File: src/rtl/cu_pkg.sv
// Shared types and constants for the multicycle control unit.
// Covers FSM states, opcode values, ALU selector encodings and per-state output decode.
package cu_pkg;

  typedef enum logic [3:0] {
    S_FETCH    = 4'd0,
    S_DECODE   = 4'd1,
    S_MEM_ADDR = 4'd2,
    S_MEM_RD   = 4'd3,
    S_MEM_WB   = 4'd4,
    S_MEM_WR   = 4'd5,
    S_EXEC_R   = 4'd6,
    S_R_WB     = 4'd7,
    S_BRANCH   = 4'd8,
    S_TRAP     = 4'd9
  } state_t;

  localparam logic [6:0] OP_LOAD   = 7'b0000011;
  localparam logic [6:0] OP_STORE  = 7'b0100011;
  localparam logic [6:0] OP_RTYPE  = 7'b0110011;
  localparam logic [6:0] OP_BRANCH = 7'b1100011;

  typedef enum logic [1:0] {
    ALU_OP_ADD   = 2'd0,
    ALU_OP_SUB   = 2'd1,
    ALU_OP_FUNCT = 2'd2
  } alu_op_t;

  typedef enum logic [1:0] {
    SRC_B_RS2  = 2'd0,
    SRC_B_FOUR = 2'd1,
    SRC_B_IMM  = 2'd2
  } alu_src_b_t;

  typedef enum logic [1:0] {
    CLS_LOAD   = 2'd0,
    CLS_STORE  = 2'd1,
    CLS_RTYPE  = 2'd2,
    CLS_BRANCH = 2'd3
  } instr_cls_t;

  typedef struct packed {
    logic       mem_read;
    logic       mem_write;
    logic       ir_write;
    logic       reg_write;
    logic       pc_write_cond;
    logic       alu_src_a;
    alu_src_b_t alu_src_b;
    logic       mem_to_reg;
    logic       pc_source;
    alu_op_t    alu_op;
    logic       illegal;
  } ctrl_t;

  // pc_write is absent: in FETCH it also depends on the memory handshake.
  function automatic ctrl_t state_ctrl(state_t s);
    ctrl_t c;
    c = '0;
    case (s)
      S_FETCH: begin
        c.mem_read  = 1'b1;
        c.ir_write  = 1'b1;
        c.alu_src_b = SRC_B_FOUR;
      end
      S_DECODE: begin
        c.alu_src_b = SRC_B_IMM;
      end
      S_MEM_ADDR: begin
        c.alu_src_a = 1'b1;
        c.alu_src_b = SRC_B_IMM;
      end
      S_MEM_RD: begin
        c.mem_read = 1'b1;
      end
      S_MEM_WB: begin
        c.reg_write  = 1'b1;
        c.mem_to_reg = 1'b1;
      end
      S_MEM_WR: begin
        c.mem_write = 1'b1;
      end
      S_EXEC_R: begin
        c.alu_src_a = 1'b1;
        c.alu_op    = ALU_OP_FUNCT;
      end
      S_R_WB: begin
        c.reg_write = 1'b1;
      end
      S_BRANCH: begin
        c.alu_src_a     = 1'b1;
        c.alu_op        = ALU_OP_SUB;
        c.pc_write_cond = 1'b1;
        c.pc_source     = 1'b1;
      end
      S_TRAP: begin
        c.illegal = 1'b1;
      end
      default: c = '0;
    endcase
    return c;
  endfunction

endpackage

File: src/rtl/multicycle_cu_opcode_decoder.sv
// Combinational opcode classifier: maps the 7-bit opcode onto an instruction class.
module opcode_decoder
  import cu_pkg::*;
(
  input  logic [6:0] opcode_i,
  output instr_cls_t cls_o,
  output logic       valid_o
);

  always_comb begin
    cls_o   = CLS_RTYPE;
    valid_o = 1'b1;
    case (opcode_i)
      OP_LOAD:   cls_o = CLS_LOAD;
      OP_STORE:  cls_o = CLS_STORE;
      OP_RTYPE:  cls_o = CLS_RTYPE;
      OP_BRANCH: cls_o = CLS_BRANCH;
      default:   valid_o = 1'b0;
    endcase
  end

endmodule

File: src/rtl/multicycle_cu.sv
// Moore control FSM for a multicycle load/store/R-type/BEQ datapath,
// with a retired-instruction counter and a sticky illegal-opcode trap.
//
// state    | meaning
// FETCH    | read instruction, PC += 4 when memory completes
// DECODE   | classify opcode, precompute branch target
// MEM_ADDR | rs1 + imm effective address
// MEM_RD   | load data read, waits on memory
// MEM_WB   | load result to register file
// MEM_WR   | store write, waits on memory
// EXEC_R   | R-type ALU operation
// R_WB     | R-type result to register file
// BRANCH   | BEQ compare, PC <- target when zero
// TRAP     | unsupported opcode, parked until reset
module multicycle_cu
  import cu_pkg::*;
#(
  parameter int unsigned CNT_W      = 32,
  parameter bit          FETCH_WAIT = 1'b1
) (
  input  logic             clk,
  input  logic             rst_n,
  input  logic [6:0]       opcode,
  input  logic             zero,
  input  logic             mem_ready,
  output logic             pc_write,
  output logic             pc_write_cond,
  output logic             ir_write,
  output logic             mem_read,
  output logic             mem_write,
  output logic             reg_write,
  output logic             alu_src_a,
  output logic [1:0]       alu_src_b,
  output logic             mem_to_reg,
  output logic             pc_source,
  output logic [1:0]       alu_op,
  output logic             illegal,
  output logic [CNT_W-1:0] retired
);

  state_t           state_q, state_d;
  ctrl_t            ctrl_q;
  logic             is_load_q;
  logic [CNT_W-1:0] retired_q;
  logic             retire;
  logic             mem_done;
  instr_cls_t       dec_cls;
  logic             dec_valid;

  // The branch decision is made by the datapath as pc_write_cond & zero.
  logic unused_zero;
  assign unused_zero = zero;

  opcode_decoder u_dec (
    .opcode_i (opcode),
    .cls_o    (dec_cls),
    .valid_o  (dec_valid)
  );

  assign mem_done = FETCH_WAIT ? mem_ready : 1'b1;

  always_comb begin
    state_d = state_q;
    retire  = 1'b0;
    case (state_q)
      S_FETCH: begin
        if (mem_done) state_d = S_DECODE;
      end
      S_DECODE: begin
        if (!dec_valid) begin
          state_d = S_TRAP;
        end else begin
          case (dec_cls)
            CLS_LOAD, CLS_STORE: state_d = S_MEM_ADDR;
            CLS_RTYPE:           state_d = S_EXEC_R;
            CLS_BRANCH:          state_d = S_BRANCH;
            default:             state_d = S_TRAP;
          endcase
        end
      end
      S_MEM_ADDR: begin
        state_d = is_load_q ? S_MEM_RD : S_MEM_WR;
      end
      S_MEM_RD: begin
        if (mem_done) state_d = S_MEM_WB;
      end
      S_MEM_WB: begin
        state_d = S_FETCH;
        retire  = 1'b1;
      end
      S_MEM_WR: begin
        if (mem_done) begin
          state_d = S_FETCH;
          retire  = 1'b1;
        end
      end
      S_EXEC_R: begin
        state_d = S_R_WB;
      end
      S_R_WB: begin
        state_d = S_FETCH;
        retire  = 1'b1;
      end
      S_BRANCH: begin
        state_d = S_FETCH;
        retire  = 1'b1;
      end
      default: state_d = S_TRAP;
    endcase
  end

  // Outputs are registered from the next state so they line up with state_q.
  always_ff @(posedge clk or negedge rst_n) begin
    if (!rst_n) begin
      state_q   <= S_FETCH;
      ctrl_q    <= state_ctrl(S_FETCH);
      is_load_q <= 1'b0;
      retired_q <= '0;
    end else begin
      state_q <= state_d;
      ctrl_q  <= state_ctrl(state_d);
      if (state_q == S_DECODE) is_load_q <= (dec_cls == CLS_LOAD);
      if (retire) retired_q <= retired_q + CNT_W'(1);
    end
  end

  // Write enables are masked by reset so an abandoned instruction writes nothing.
  assign pc_write      = rst_n & (state_q == S_FETCH) & mem_done;
  assign pc_write_cond = rst_n & ctrl_q.pc_write_cond;
  assign ir_write      = rst_n & ctrl_q.ir_write;
  assign mem_write     = rst_n & ctrl_q.mem_write;
  assign reg_write     = rst_n & ctrl_q.reg_write;
  assign mem_read      = ctrl_q.mem_read;
  assign alu_src_a     = ctrl_q.alu_src_a;
  assign alu_src_b     = ctrl_q.alu_src_b;
  assign mem_to_reg    = ctrl_q.mem_to_reg;
  assign pc_source     = ctrl_q.pc_source;
  assign alu_op        = ctrl_q.alu_op;
  assign illegal       = ctrl_q.illegal;
  assign retired       = retired_q;

  a_rw_exclusive : assert property (
    @(posedge clk) disable iff (!rst_n) !(mem_read && mem_write));

  a_trap_quiet : assert property (
    @(posedge clk) disable iff (!rst_n)
    illegal |-> !(pc_write || pc_write_cond || ir_write || mem_read ||
                  mem_write || reg_write));

endmodule

File: config.mk
export PLATFORM = sky130hd
export DESIGN_NAME = multicycle_cu
export DESIGN_NICKNAME = d
export VERILOG_FILES = /design/src/rtl/cu_pkg.sv /design/src/rtl/multicycle_cu_opcode_decoder.sv /design/src/rtl/multicycle_cu.sv
export SDC_FILE = /design/constraint.sdc
export NUM_CORES = 1
export LEC_CHECK = 0
export ABC_CLOCK_PERIOD_IN_PS = 3100
export BUFFER_PORTS_ARGS = -buffer_cell sky130_fd_sc_hd__buf_2
export CORE_MARGIN = 4
export CORE_UTILIZATION = 35
export DETAILED_ROUTE_END_ITERATION = 16
export GPL_ROUTABILITY_DRIVEN = 0
export SETUP_SLACK_MARGIN = 0.5
export SLEW_MARGIN = 25
export SYNTH_ARGS = -nofsm -noshare
export SYNTH_HDL_FRONTEND = slang
export SYNTH_HIERARCHICAL = 1
export SYNTH_SLANG_ARGS = --single-unit
File: constraint.sdc
create_clock -name clk -period 3.1 [get_ports clk]
set_input_delay 0.31 -clock clk [delete_from_list [all_inputs] [get_ports clk]]
set_output_delay 0.31 -clock clk [all_outputs]
set_load 0.01 [all_outputs]
Word level (Yosys, flattened, before mapping):

Index checks and enable logic that the tools add are counted.

* flip-flop bits (word level): 49
* output and inout port bits: 46
* bits of input ports: 11
* word-level logic and storage cells: 75

* reduce and logical (&&, ||, !) cells: 10
* muxes and demuxes: 21
* equality and inequality tests: 24
* bitwise gates (word level): 6
* add/sub/neg operators: 1

Operators by type and width (number)
* $add 32x1->32 const B: 1
* $eq 4x3->1 const B: 8
* $pmux 4 s7: 1
* $eq 4x2->1 const B: 4
* $mux 4: 4
* $eq 7x6->1 const B: 2
* $eq 4x4->1 const B: 3
* $pmux 4 s3: 1
* $mux 1: 10
* $eq 4x1->1 const B: 2
* $logic_not 4->1: 2
* $pmux 2 s2: 2
* $reduce_or 2->1: 4
* $eq 7x2->1 const B: 1
* $eq 7x7->1 const B: 1
* $and 1x1->1: 6
* $pmux 2 s3: 1
* $reduce_or 3->1: 2
* $eq 2x2->1 const B: 2
* $reduce_or 4->1: 1
* $mux 3: 1
* $eq 2x1->1 const B: 1
* $logic_not 2->1: 1
* $pmux 1 s2: 1

Longest topological paths before layout:

* depth in word-level cells: 10
* mapped depth: 8
* mapped depth without buffers: 8

Cells and area by module:

The synthesis kept the hierarchy.

Modules (own cells, without submodules)
* multicycle_cu: sequential area each 1178.6 µm², cells each 209, area an instance 2247.2 µm², instances 1
* opcode_decoder: sequential area each 0.0 µm², cells each 7, area an instance 37.5 µm², instances 1

Least setup slack after synthesis:

No wires, ideal clock.

* kind: input to register
* start point: input opcode[5]
* end point: register ctrl_q (netlist bit alu_src_b[1])
* data arrival time: 1.705 ns
* required time: 2.982 ns
* cell stages on the path: 8
* slack: 1.277 ns
* path through: inv_1 -> maj3_1 -> nor2_1 -> or3b_2 -> a21oi_1 -> a211o_2 -> o21ai_0 -> nor2b_1

* elaborated cells on any way between the ends: 20
* those cells by class: 9 x eq/ne; 6 x mux; 5 x reduce/logical

RTL lines
* start, declared: RTL line multicycle_cu.sv:23 `input logic [6:0] opcode,`
* $eq 7x2->1 (tied with other cells): RTL line multicycle_cu_opcode_decoder.sv:13 `case (opcode_i)`
* $reduce_or 4->1 (no source line) *
* $mux 1 *: RTL line multicycle_cu_opcode_decoder.sv:13
* net dec_valid: RTL line multicycle_cu.sv:48 `logic dec_valid;`
* $mux 4 *: RTL line multicycle_cu.sv:70 `if (!dec_valid) begin`
* $pmux 4 s7 *: RTL line multicycle_cu.sv:65 `case (state_q)`
* $eq 4x2->1 / $eq 4x1->1 (equally long branches): RTL line cu_pkg.sv:60 `case (s)`
* $reduce_or 2->1 (no source line)
* $pmux 2 s2 *: RTL line cu_pkg.sv:60
* end signal, assigned: RTL line multicycle_cu.sv:116 `ctrl_q <= state_ctrl(S_FETCH);`
* end signal, assigned: RTL line multicycle_cu.sv:121 `ctrl_q <= state_ctrl(state_d);`
* end, declared: RTL line multicycle_cu.sv:42 `ctrl_t ctrl_q;`

The timed path passes the listed nets; every way through them passes the cells marked *. The select of a mux whose other input is x is not followed.
A chain may end at the register's enable or synchronous reset.

Worst setup path after layout:

* start point: register state_q[2]
* end point: register retired_q[31], in the netlist retired[31]

* longest elaborated chain between the ends: 3
* elaborated cells on any way between the ends: 6
* those cells by class: 4 x eq/ne; 1 x mux; 1 x reduce/logical

RTL lines
* start, declared: RTL line multicycle_cu.sv:41 `state_t state_q, state_d;`
* start signal, assigned: RTL line multicycle_cu.sv:120 `state_q <= state_d;`
* $eq 4x4->1 / $eq 4x3->1 (equally long branches): RTL line multicycle_cu.sv:65
* $reduce_or 3->1 (no source line)
* $pmux 1 s2 *: RTL line multicycle_cu.sv:65
* end signal, assigned: RTL line multicycle_cu.sv:123 `if (retire) retired_q <= retired_q + CNT_W'(1);`
* end, declared: RTL line multicycle_cu.sv:44 `logic [CNT_W-1:0] retired_q;`

Every way passes the cells marked *; elsewhere a longest branch is shown, timed or not.

==> results.py <==
metrics = {
    "setup_path": {
        "cpLargestDelayFamily": "simple AND/OR/NAND/NOR gates",
        "critPathMaxFanout": 15,
        "ff2ff_path_depth": 5,
        "slowest_stage": "dfrtp_1",
        "regToRegStartpoint": "state_q[2]$_DFF_PN0_",
        "path_depth": 5,
        "critical_path_class": "register to register",
        "r2r_slack_ns": 1.01,
        "crit_chain": "and4b_2 -> a221o_1 -> nand3_2 -> nor3_1 -> xor2_1",
        "cp_data_required_time_ns": 3.32,
        "critPathBufInv": 0,
        "start_kind": "register",
        "end_kind": "register",
        "cpPeakStageDelay_ns": 0.59,
        "critPathArrivalTime_ns": 2.30,
        "reg2reg_to": "retired[31]$_DFFE_PN0P_",
    },
    "power": {
        "p_total_w": 0.00139,
        "powerDensity_nw_per_um2": 518,
        "peakVddDrop_uv": 343,
        "leakage_nw": 1.35,
    },
    "place": {
        "io_buffers": 55,
        "dp_hpwl_microns": 3440,
        "place_ws_ns": 0.939,
        "dpl.cell_count": 339,
    },
    "floorplanning": {
        "core_area_sq_um": 6350,
        "die_area_sq_um": 7880,
        "initial_core_util_pct": 36.0,
        "ios": 57,
        "die_y_microns": 88.8,
        "row_count": 29,
        "die_x_microns": 88.8,
    },
    "clock_network": {
        "cts_made_buffers": 5,
        "clock-sinks": 47,
        "clk_pin_slew_ns": 0.08,
        "insertion_delay_ns": 0.30,
        "clockRootBuffer": "clkbuf_8",
        "cts_tree": "yes",
        "htree_levels": 2,
        "clk_path_buf_depth": 2,
    },
    "cells_and_area": {
        "layout-drive-gt1-share_pct": 29.2,
        "largest_reg_flops": 32,
        "num_antenna_cells": 0,
        "post-route-util_pct": 42.1,
        "layout_common_cells": "55 x buf_2, 45 x dfrtp_1, 20 x nor2_1, 18 x nand2_1, 18 x xor2_1",
        "fin_nets": 282,
        "layout_commonest_cell": "buf_2",
        "fillers": 642,
        "syn_to_final_growth_pct": 17.0,
        "fin_cells": 348,
    },
    "timing": {
        "finalHoldViolCount": 0,
        "setup_viol_count_final": 0,
        "finalSetupTns_ns": 0,
        "fin_crit_sh_pct": 67.3,
        "fin_crit_ns": 2.09,
        "fin_ws_ns": 1.01,
        "rsz0062_at_grt": "no",
        "fin_skew_ns": 0.00932,
        "clock.fmax_ghz": 0.479,
        "slew_violations": 0,
        "slew_headroom_pct": 59.7,
        "tightest_slew_ns": 0.603,
    },
    "synth": {
        "synth-edff-count": 0,
        "yosys_warnings": 6,
        "post_synth_num_cell_types": 45,
        "ys_ff_latch": 47,
        "synth-compound-area-share_pct": 3.23,
        "synthSimpleGateAreaFrac_pct": 26.4,
        "syn_nets": 228,
        "synth_top_family_by_area": "simple AND/OR/NAND/NOR gates",
        "synth_seq_area_share_pct": 51.6,
        "synth_area_leaders": "dfrtp_1 49%, xor2_1 6.9%, xnor2_1 5.4%, nor2_1 3.3%, nand3_1 3.1%",
        "muxShareOfSynthArea_pct": 0.986,
        "yosys.area.top_type_share_pct": 49.3,
        "postSynthCellCount": 216,
        "postSynthAreaPerCell_sq_um": 10.6,
        "synth_flop_cell": "dfrtp_1",
        "synth_xor_area_share_pct": 12.3,
        "synth_fa_ha_area_share_pct": 0.986,
        "syn_area_sq_um": 2280,
        "ys_async_sr_fraction_pct": 100,
        "synth_largest_area_cell": "dfrtp_1",
    },
    "global_route": {
        "grt-ovfl-total": 0,
        "grt_usage_pct": 12.5,
        "grt_pass1_wl_microns": 7650,
        "grt_max_degree": 33,
        "grt_pass1_vias": 1647,
        "antenna_found_initial": 0,
    },
    "run": {
        "max_cap_viol_count": 0,
    },
    "detailed_routing": {
        "wl_per_cell_microns": 13.4,
        "dr.first_iter.drc_count": 35,
        "ant_nets": 0,
        "wl_microns": 4650,
        "drc": 0,
        "vias": 1682,
        "first_pass_iters": 4,
        "vias_per_cell": 4.83,
    },
    "hold_path": {
        "hp-start": "mem_ready",
        "hp-class": "input port to register",
        "worstHoldPathCells": 3,
        "min_to": "ctrl_q[11]$_DFF_PN0_",
    },
    "status": {
        "outcome": "completed",
    },
}
-- area by class of cell --
class	instances	area [sq um]	area share, %
Inverter	6	22.5	0.842
Multi-Input combinational cell	153	1000	37.5
Tap cell	77	96.3	3.60
Timing Repair Buffer	57	293	10.9
Clock buffer	7	76.3	2.85
Clock inverter	1	5.00	0.187
Sequential cell	47	1180	44.1
-- power breakdown --
group          internal [W]  switching (W)
clock              0.000159       0.000198
sequential         0.000672      0.0000795
combinational      0.000126       0.000151
-- synthesized netlist by cell type, types with 2 or more instances --
library cell and instances:
mux2_2 2, and2_1 6, nor4b_1 2, nor4_1 2, o21ai_0 4, a21oi_1 2
or2_2 2, xor2_1 18, nor3_2 2, buf_4 5, dfrtp_1 45, or3_1 2
nand2_1 18, inv_1 6, nand4_1 8, buf_6 3, nand3_1 14, nor3_1 11
dfstp_2 2, xnor2_1 14, nor2b_1 2, nor2_1 20, and3_1 4
-- routing by layer --
metal,part of all wire (%),routed length (microns),global-route usage [%]
met5,0,0,0
met3,4.9,227,3.07
met1,45,2100,15.9
met4,0.54,25,4.12
met2,49,2300,20.7
-- repair_timing --
item,4_1_cts,5_1_grt
hold buffers,1,0
gates resized for setup,0,0
hold endpoints to repair,13,0
setup buffers,0,0
-- worst min-delay path: stages --
cell and delay [ns]:
buf_2 0.13, or4bb_1 0.12, a21oi_1 0.08
-- cell families (layout without fill, tap and decap cells) --
family,after synthesis,count (layout)
simple gates,106,106
buf+inv,16,71
fa+ha+maj,2,2
flops,47,47
mux,2,2
xor+xnor,32,32
compound gates,11,11
-- through the flow --
step	area, sq um	hold WS, ns
after floorplan	2280	0.0144
after global placement	2580	0.268
after detailed placement	2580	0.283
after CTS	2670	0.388
after global routing	2670	0.419
final	2670	0.396
-- how the worst max path moves through the flow --
stage	start	end	slack, ns
after floorplan	opcode[5]	alu_src_b[1]$_DFF_PN0_	1.28
after global placement	opcode[3]	ctrl_q[10]$_DFF_PN1_	0.97
after detailed placement	opcode[3]	ctrl_q[10]$_DFF_PN1_	0.94
after CTS	state_q[2]$_DFF_PN0_	retired[29]$_DFFE_PN0P_	0.99
after global routing	state_q[2]$_DFF_PN0_	retired[29]$_DFFE_PN0P_	0.83
final	state_q[2]$_DFF_PN0_	retired[31]$_DFFE_PN0P_	1.01
No activity file was read; power rests on OpenSTA's default activity.
